## src/rtl/fwd_pkg.sv

```systemverilog
// fwd_pkg: shared constants and helpers for the operand forwarding stage.
//   SEL_RF          select code meaning "take register file data"
//   *_DEF           default widths/counts for fwd_operand_stage and fwd_select
//   CNT_W           width of the optional statistics counters
//   sel_width()     select code width for a given number of bypass sources
//   sat_add()       saturating counter add used by the statistics logic
package fwd_pkg;

    localparam int SEL_RF      = 0;
    localparam int DATA_W_DEF  = 32;
    localparam int ADDR_W_DEF  = 5;
    localparam int NUM_SRC_DEF = 3;
    localparam int NUM_OPS_DEF = 2;
    localparam int CNT_W       = 32;

    // One code per bypass source plus the register file code.
    function automatic int sel_width(input int num_src);
        return $clog2(num_src + 1);
    endfunction

    function automatic logic [CNT_W-1:0] sat_add(input logic [CNT_W-1:0] cnt,
                                                 input logic [CNT_W-1:0] inc);
        logic [CNT_W:0] sum;
        sum = {1'b0, cnt} + {1'b0, inc};
        return sum[CNT_W] ? {CNT_W{1'b1}} : sum[CNT_W-1:0];
    endfunction

endpackage

```

## src/rtl/fwd_select.sv

```systemverilog
// fwd_select: combinational bypass priority select for a single operand.
//   rs_addr    source register address of this operand
//   rf_data    register file read data for this operand
//   byp_addr   destination address per bypass source (source 0 youngest)
//   byp_wen    bypass source will write its destination
//   byp_ready  bypass data is available (0 = load still in flight)
//   byp_data   bypass data per source
//   data       selected operand value
//   sel        select code: SEL_RF or k for source k-1
//   not_ready  the winning source has no data yet
module fwd_select
    import fwd_pkg::*;
#(
    parameter  int DATA_W  = DATA_W_DEF,
    parameter  int ADDR_W  = ADDR_W_DEF,
    parameter  int NUM_SRC = NUM_SRC_DEF,
    localparam int SEL_W   = sel_width(NUM_SRC)
) (
    input  logic [ADDR_W-1:0]         rs_addr,
    input  logic [DATA_W-1:0]         rf_data,
    input  logic [NUM_SRC*ADDR_W-1:0] byp_addr,
    input  logic [NUM_SRC-1:0]        byp_wen,
    input  logic [NUM_SRC-1:0]        byp_ready,
    input  logic [NUM_SRC*DATA_W-1:0] byp_data,
    output logic [DATA_W-1:0]         data,
    output logic [SEL_W-1:0]          sel,
    output logic                      not_ready
);

    always_comb begin
        data      = rf_data;
        sel       = SEL_W'(SEL_RF);
        not_ready = 1'b0;
        // Walk oldest to youngest so the youngest match overwrites. The
        // winner is final even if it is not ready: an older source holds
        // stale data for this register and must not be used as a fallback.
        for (int i = NUM_SRC - 1; i >= 0; i--) begin
            if (byp_wen[i] && (rs_addr != '0) &&
                (byp_addr[i*ADDR_W +: ADDR_W] == rs_addr)) begin
                data      = byp_data[i*DATA_W +: DATA_W];
                sel       = SEL_W'(i + 1);
                not_ready = ~byp_ready[i];
            end
        end
    end

endmodule

```

## src/rtl/fwd_operand_stage.sv

```systemverilog
// fwd_operand_stage: per-operand bypass selection plus the ID/EX register.
// Sits between the register file read and the EX stage.
//   clk_i, rst_i       clock (rising edge), synchronous active-low reset
//   stall_i, flush_i   hold / kill the registered instruction (flush wins)
//   valid_i            incoming instruction valid
//   rs_addr_i, rf_data_i              per-operand source address and RF data
//   byp_addr_i, byp_wen_i, byp_ready_i, byp_data_i   per-source bypass info
//   hazard_o           combinational load-use hazard; upstream must hold
//   valid_o, op_data_o, sel_o         registered instruction valid/operands/selects
// Build option FWD_STATS_EN adds fwd_cnt_o (per-source forwarding hits) and
// bubble_cnt_o (load-use bubbles), both saturating, cleared only by reset.
module fwd_operand_stage
    import fwd_pkg::*;
#(
    parameter  int DATA_W  = DATA_W_DEF,
    parameter  int ADDR_W  = ADDR_W_DEF,
    parameter  int NUM_SRC = NUM_SRC_DEF,
    parameter  int NUM_OPS = NUM_OPS_DEF,
    localparam int SEL_W   = sel_width(NUM_SRC)
) (
    input  logic                      clk_i,
    input  logic                      rst_i,
    input  logic                      stall_i,
    input  logic                      flush_i,
    input  logic                      valid_i,
    input  logic [NUM_OPS*ADDR_W-1:0] rs_addr_i,
    input  logic [NUM_OPS*DATA_W-1:0] rf_data_i,
    input  logic [NUM_SRC*ADDR_W-1:0] byp_addr_i,
    input  logic [NUM_SRC-1:0]        byp_wen_i,
    input  logic [NUM_SRC-1:0]        byp_ready_i,
    input  logic [NUM_SRC*DATA_W-1:0] byp_data_i,
    output logic                      hazard_o,
    output logic                      valid_o,
    output logic [NUM_OPS*DATA_W-1:0] op_data_o,
    output logic [NUM_OPS*SEL_W-1:0]  sel_o
`ifdef FWD_STATS_EN
    ,
    output logic [NUM_SRC*CNT_W-1:0]  fwd_cnt_o,
    output logic [CNT_W-1:0]          bubble_cnt_o
`endif
);

    logic [NUM_OPS*DATA_W-1:0] sel_data;
    logic [NUM_OPS*SEL_W-1:0]  sel_code;
    logic [NUM_OPS-1:0]        op_not_ready;

    for (genvar j = 0; j < NUM_OPS; j++) begin : g_op
        fwd_select #(
            .DATA_W  (DATA_W),
            .ADDR_W  (ADDR_W),
            .NUM_SRC (NUM_SRC)
        ) u_sel (
            .rs_addr   (rs_addr_i[j*ADDR_W +: ADDR_W]),
            .rf_data   (rf_data_i[j*DATA_W +: DATA_W]),
            .byp_addr  (byp_addr_i),
            .byp_wen   (byp_wen_i),
            .byp_ready (byp_ready_i),
            .byp_data  (byp_data_i),
            .data      (sel_data[j*DATA_W +: DATA_W]),
            .sel       (sel_code[j*SEL_W +: SEL_W]),
            .not_ready (op_not_ready[j])
        );
    end

    // Driven regardless of stall so upstream always sees the dependency.
    assign hazard_o = valid_i && (|op_not_ready);

    always_ff @(posedge clk_i) begin
        if (!rst_i || flush_i) begin
            valid_o   <= 1'b0;
            op_data_o <= '0;
            sel_o     <= '0;
        end else if (!stall_i) begin
            if (hazard_o) begin
                // Bubble: upstream re-presents the same instruction next cycle.
                valid_o   <= 1'b0;
                op_data_o <= '0;
                sel_o     <= '0;
            end else begin
                valid_o   <= valid_i;
                op_data_o <= sel_data;
                sel_o     <= sel_code;
            end
        end
    end

`ifdef FWD_STATS_EN
    logic [NUM_SRC-1:0][CNT_W-1:0] fwd_cnt_q;
    logic [NUM_SRC-1:0][CNT_W-1:0] fwd_inc;
    logic [CNT_W-1:0]              bubble_cnt_q;
    logic                          capture_hit;
    logic                          bubble_hit;

    assign capture_hit = !flush_i && !stall_i && !hazard_o && valid_i;
    assign bubble_hit  = !flush_i && !stall_i && hazard_o;

    // Number of operands selecting each source this cycle.
    always_comb begin
        fwd_inc = '0;
        for (int i = 0; i < NUM_SRC; i++) begin
            for (int j = 0; j < NUM_OPS; j++) begin
                if (sel_code[j*SEL_W +: SEL_W] == SEL_W'(i + 1)) begin
                    fwd_inc[i] = fwd_inc[i] + CNT_W'(1);
                end
            end
        end
    end

    always_ff @(posedge clk_i) begin
        if (!rst_i) begin
            fwd_cnt_q    <= '0;
            bubble_cnt_q <= '0;
        end else begin
            if (capture_hit) begin
                for (int i = 0; i < NUM_SRC; i++) begin
                    fwd_cnt_q[i] <= sat_add(fwd_cnt_q[i], fwd_inc[i]);
                end
            end
            if (bubble_hit) begin
                bubble_cnt_q <= sat_add(bubble_cnt_q, CNT_W'(1));
            end
        end
    end

    assign fwd_cnt_o    = fwd_cnt_q;
    assign bubble_cnt_o = bubble_cnt_q;
`endif

endmodule

```

## config.mk

```make
export PLATFORM = sky130hd
export DESIGN_NAME = fwd_operand_stage
export DESIGN_NICKNAME = d
export VERILOG_FILES = /design/src/rtl/fwd_pkg.sv /design/src/rtl/fwd_select.sv /design/src/rtl/fwd_operand_stage.sv
export SDC_FILE = /design/constraint.sdc
export NUM_CORES = 1
export LEC_CHECK = 0
export BUFFER_PORTS_ARGS = -buffer_cell sky130_fd_sc_hd__buf_4
export CAP_MARGIN = 10
export CORE_MARGIN = 10
export CORE_UTILIZATION = 52
export CTS_CLUSTER_DIAMETER = 40
export DETAILED_ROUTE_END_ITERATION = 10
export HOLD_SLACK_MARGIN = 0.15
export PLACE_DENSITY = 0.88
export REMOVE_ABC_BUFFERS = 1
export SKIP_CTS_REPAIR_TIMING = 1
export SYNTH_ARGS = -nofsm -noshare
export SYNTH_HDL_FRONTEND = slang
export SYNTH_HIERARCHICAL = 1
export SYNTH_SLANG_ARGS = --single-unit
```

## constraint.sdc

```tcl
create_clock -name clk_i -period 7.5 [get_ports clk_i]
set_input_delay 1.5 -clock clk_i [delete_from_list [all_inputs] [get_ports clk_i]]
set_output_delay 1.5 -clock clk_i [all_outputs]
set_load 0.005 [all_outputs]
```

======== Word-level counts from Yosys, hierarchy flattened ========
Index checks and enable logic that the tools add are counted.
operators by class
  bitwise gates (word level) .............. 3
  equal/unequal tests ..................... 6
  reductions and logical operators ........ 18
  mux-type cells .......................... 21
operator list
  operator             number
  2-to-1 mux 32 bit    6
  2-to-1 mux 64 bit    1
  equality test 5 bit  6
  logical AND 1 bit    13
  2-to-1 mux 2 bit     6
  nonzero test 5 bit   2
  2-to-1 mux 1 bit     7
  2-to-1 mux 4 bit     1
  inverter 1 bit       3
  OR reduction 2 bit   1
  zero test 1 bit      1
  logical OR 1 bit     1
word-level totals
  word-level logic and storage cells ...... 51
  register bits ........................... 69
  input port bits ......................... 196
  output and inout bits ................... 70

======== Depth between registers and ports, before layout ========
  depth after elaboration ................. 9
  mapped depth ............................ 12
  mapped depth without buffers ............ 7

======== Hierarchy ========
Netlist, hierarchy kept.
by module, submodules not included
  module             cells each  area each (um^2)  times used  seq. area each (um^2)
  fwd_select         220         1,481.4           2           0.0
  fwd_operand_stage  242         2,725.1           1           1,381.3

======== Worst setup path after synthesis ========
OpenSTA, ideal clock, no wires.
  kind .................................... input -> output
  start point ............................. input rs_addr_i[5]
  end point ............................... output hazard_o
  data arrival time ....................... 3,320 ps
  buffers on the path ..................... 4
  stages .................................. 11
  slack ................................... 2,680 ps
  data required time ...................... 6,000 ps
  cell sequence ........................... xor2_1 > nor4_1 > nand4_2 > buf_4 > buf_4 > nand3b_1 > a22oi_1 > o21ai_1 > buf_2 > clkbuf_4 > inv_2
between the ends
  cells in the longest elaborated chain, start to end .. 8
  elaborated cells on any way between the ends .. 15
  classes of those cells .................. eq/ne (3); mux (3); reduce/logical (9)
ends and longest elaborated chain
  item                             RTL line                 text
  start, declared                  fwd_operand_stage.sv:26  input logic [NUM_OPS*ADDR_W-1:0] rs_addr_i,
  nonzero test 5 bit               fwd_select.sv:38         if (byp_wen[i] && (rs_addr != '0) &&
  logical AND 1 bit (2 in series)  fwd_select.sv:38
  2-to-1 mux 1 bit (2 in series)   fwd_select.sv:38
  2-to-1 mux 1 bit (*)             fwd_select.sv:38
  named net op_not_ready[1]        fwd_operand_stage.sv:45  logic [NUM_OPS-1:0] op_not_ready;
  OR reduction 2 bit (*)           fwd_operand_stage.sv:66  assign hazard_o = valid_i && (|op_not_ready);
  logical AND 1 bit (*)            fwd_operand_stage.sv:66
  end, declared                    fwd_operand_stage.sv:32  output logic hazard_o,
Mark *: on every way through the listed nets, which the timed path passes. The rest lies on a longest branch.

======== Final worst setup path ========
  start point ............................. input rs_addr_i[6]
  end point ............................... output hazard_o
The elaborated chain is that of the path after synthesis.

==> impl_metrics.csv <==
group,metric,value,unit
timing,drv_slew,0,
power_and_ir_drop,internal_power,0.707,mW
timing,finalSetupViolCount,0,
synthesis,netlist_area,5690,µm²
floorplan,die_h,125,µm
timing,tns,0,ns
setup_path,start_kind,"primary input",
power_and_ir_drop,clockPowerShare,30.5,%
place,place.gp.congestion,0.974,
cells_and_area,drive_gt1_share,34.5,%
synthesis,synthCells,682,
synthesis,synth_top_area_share,24.3,%
setup_path,cpPeakStageDelay,0.53,ns
grt,grt_pass1_vias,6745,
synthesis,yosysWarnings,6,
setup_path,cp_data_arrival_time,3.78,ns
route,drc_errors,0,
floorplan,rows,38,
timing,layout_min_cycle_time,5.28,ns
timing,finalClockSkew,0,ns
setup_path,cpMaxStageDelayCell,"buf_4",
setup_path,critical_path.endpoint_type,"output port",
power_and_ir_drop,seqPwrFrac,39.4,%
timing,timing.hold.ws,0.469,ns
setup_path,required,6.00,ns
grt,grt_pass1_wl,35.8,mm
timing,setup_slack,2.22,ns
power_and_ir_drop,switching_share,28.3,%
route,detail-route-antenna-nets,0,
cts,cts_buffers,9,
cts,cts.sinks,69,
timing,fmax,190,MHz
power_and_ir_drop,ir_drop,0.0899,mV
setup_path,path_cells,"buf_4, nor4_2, nand2b_1, buf_4, nand4_4, buf_4, nand3b_1, a22oi_1, o21ai_4, inv_2, buf_4",
timing,hold_violations,0,
synthesis,syn_avg_cell_area,8.34,µm²
run_status,outcome,"finished, final reports clean",
floorplan,pin_count,266,
cells_and_area,post-route-util,71.3,%
grt,grt_max_degree,72,
grt,antenna_found_initial,0,
synthesis,ys.flop_type,"dfxtp_1",
cts,clock_latency,0.34,ns
power_and_ir_drop,power_frac_comb,30.1,%
route,viasPerCell,6.40,
floorplan,die_x,125,µm
synthesis,synth_top_area_cell,"dfxtp_1",
route,vias,6631,
timing,slew_headroom,48.4,%
place,dp_cells,1020,
route,wire_per_inst,22.3,µm
setup_path,crit_family,"buffers and inverters",
grt,overflow,0,
power_and_ir_drop,power_density,128,nW/µm²
synthesis,synth_edf_count,0,
cts,cts_max_level,3,
setup_path,r2r-start,"valid_o",
setup_path,path_buf_inv,5,
timing,rsz0062_at_grt,"false",
cells_and_area,nets,1087,
synthesis,ys_ff_latch,69,
setup_path,path_depth,11,
synthesis,synth_seq_area_share,24.3,%
grt,grt_usage,27.6,%
cells_and_area,fin_cells,1036,
place,place_ws,2.26,ns
power_and_ir_drop,power_leakage,3.73,nW
floorplan,coreArea,10800,µm²
cts,cts-root-buf,"clkbuf_8",
synthesis,synthTopCellsByArea,"dfxtp_1 24%, a32o_1 12%, a22o_1 9.9%",
setup_path,reg2reg_depth,2,
setup_path,r2r-end,"valid_o",
floorplan,dieArea,15500,µm²
place,numPortBuffers,265,
setup_path,worstSetupPathType,"primary input to output port",
setup_path,worstPathMaxFanout,68,
setup_path,timing.critical_path.to,"hazard_o",
timing,worstMarginPinSlew,0.773,ns
timing,period_share,70.3,%
setup_path,reg2reg_slack,6.82,ns
power_and_ir_drop,p_sw,0.279,mW
place,hpwl,16.5,mm
cells_and_area,n_antenna_cell,0,
setup_path,cpMostUsedCell,"buf_4",
route,wl,23.1,mm
floorplan,initial_core_util,52.7,%
cts,path_clk_slew,0.08,ns
cts,tritoncts,"built",
synthesis,async_reset_ff_share,0,%
setup_path,crit_start,"rs_addr_i[6]",
route,drtIter0Drc,857,
cts,clockBufferDepth,2,
cells_and_area,syn2layout_area_growth,35.2,%
route,drtPass1Iterations,6,
job,maxCapViolCount,0,
synthesis,synth_cell_types,36,
worst_hold_path,holdCritPathClass,"flip-flop to flip-flop",
==> registers in the layout, summed over array words and instances, names as in the netlist <==
register	count
op_data_o	64
sel_o	4
valid_o	1
==> worst register-to-register path, delay by kind of cell, from the launching register on <==
family	cells	cell delay (ns)
and+or+nand+nor	1	0.07
DFF	1	0.38
AOI/OAI and AO/OA	1	0.16
==> through the flow <==
step                      cell area (µm²)  power, mW
after floorplan                      5190      0.529
after global placement               7500      0.679
after detailed placement             7500      0.689
after CTS                            7690      0.986
after global routing                 7690       1.03
final                                7690      0.985
==> power groups by stage <==
stage                     Combinational, mW  Clock [mW]  Sequential [mW]
after floorplan                       0.132           0            0.397
after detailed placement              0.292           0            0.397
after global routing                  0.318       0.318            0.390
after global placement                0.283           0            0.396
after CTS                             0.293       0.305            0.388
final                                 0.296       0.301            0.389
==> cells in the mapped netlist, types with 4 or more instances <==
cell      instances
o21a_1           66
nand4_1           4
xnor2_1          22
buf_2            34
clkbuf_1         25
o221ai_1         64
nand2_1          73
and2b_1           7
buf_6             6
buf_8             6
dfxtp_1          69
xor2_1            8
a32o_1           68
inv_1            64
buf_4             6
nor2b_1          64
a22o_1           64
==> worst min path at each step <==
stage / from / to / slack, ns / cells after the start
2_1_floorplan: valid_o / valid_o / 0.46 / 2
3_3_place_gp: op_data_o[9] / op_data_o[9] / 0.45 / 1
3_5_place_dp: op_data_o[62] / op_data_o[62] / 0.46 / 1
4_1_cts: op_data_o[62] / op_data_o[62] / 0.47 / 1
5_1_grt: op_data_o[26] / op_data_o[26] / 0.48 / 1
6_report: op_data_o[9] / op_data_o[9] / 0.47 / 1
==> layout make-up <==
class | count | area [µm²]
fill | 844 | 3100
clock buffer | 11 | 141
tap | 140 | 175
inverter | 65 | 244
clock inverter | 5 | 50.0
timing repair buffer | 278 | 2090
sequential | 69 | 1380
multi-input combinational | 468 | 3610
==> logic make-up after synthesis <==
kind of cell,after synthesis,share of synthesized area [%]
and+or+nand+nor,172,17.2
DFF,69,24.3
AOI/OAI and AO/OA,266,40.9
xor gates and xnor gates,30,4.62
buffers and inverters,145,13.1
==> per-layer routing <==
layer  wire length [µm]  vias to the layer above  track usage [%]
li1                   -                     2965                -
met1               8470                     3122             31.6
met2              11200                      476             46.1
met3               2630                       68             7.70
met4                854                        0             13.8
met5                  0                        -                0
==> cell usage in the layout, fill, tap and decap left out, types with 10 or more instances in the layout <==
| master | count |
|---|---|
| nand2_1 | 73 |
| nor2b_1 | 63 |
| a32o_1 | 68 |
| o221ai_1 | 64 |
| o21a_1 | 66 |
| xnor2_1 | 22 |
| dfxtp_1 | 69 |
| inv_1 | 64 |
| a22o_1 | 64 |
| buf_4 | 278 |
| clkbuf_8 | 10 |
(Power assumes the default switching activity.)
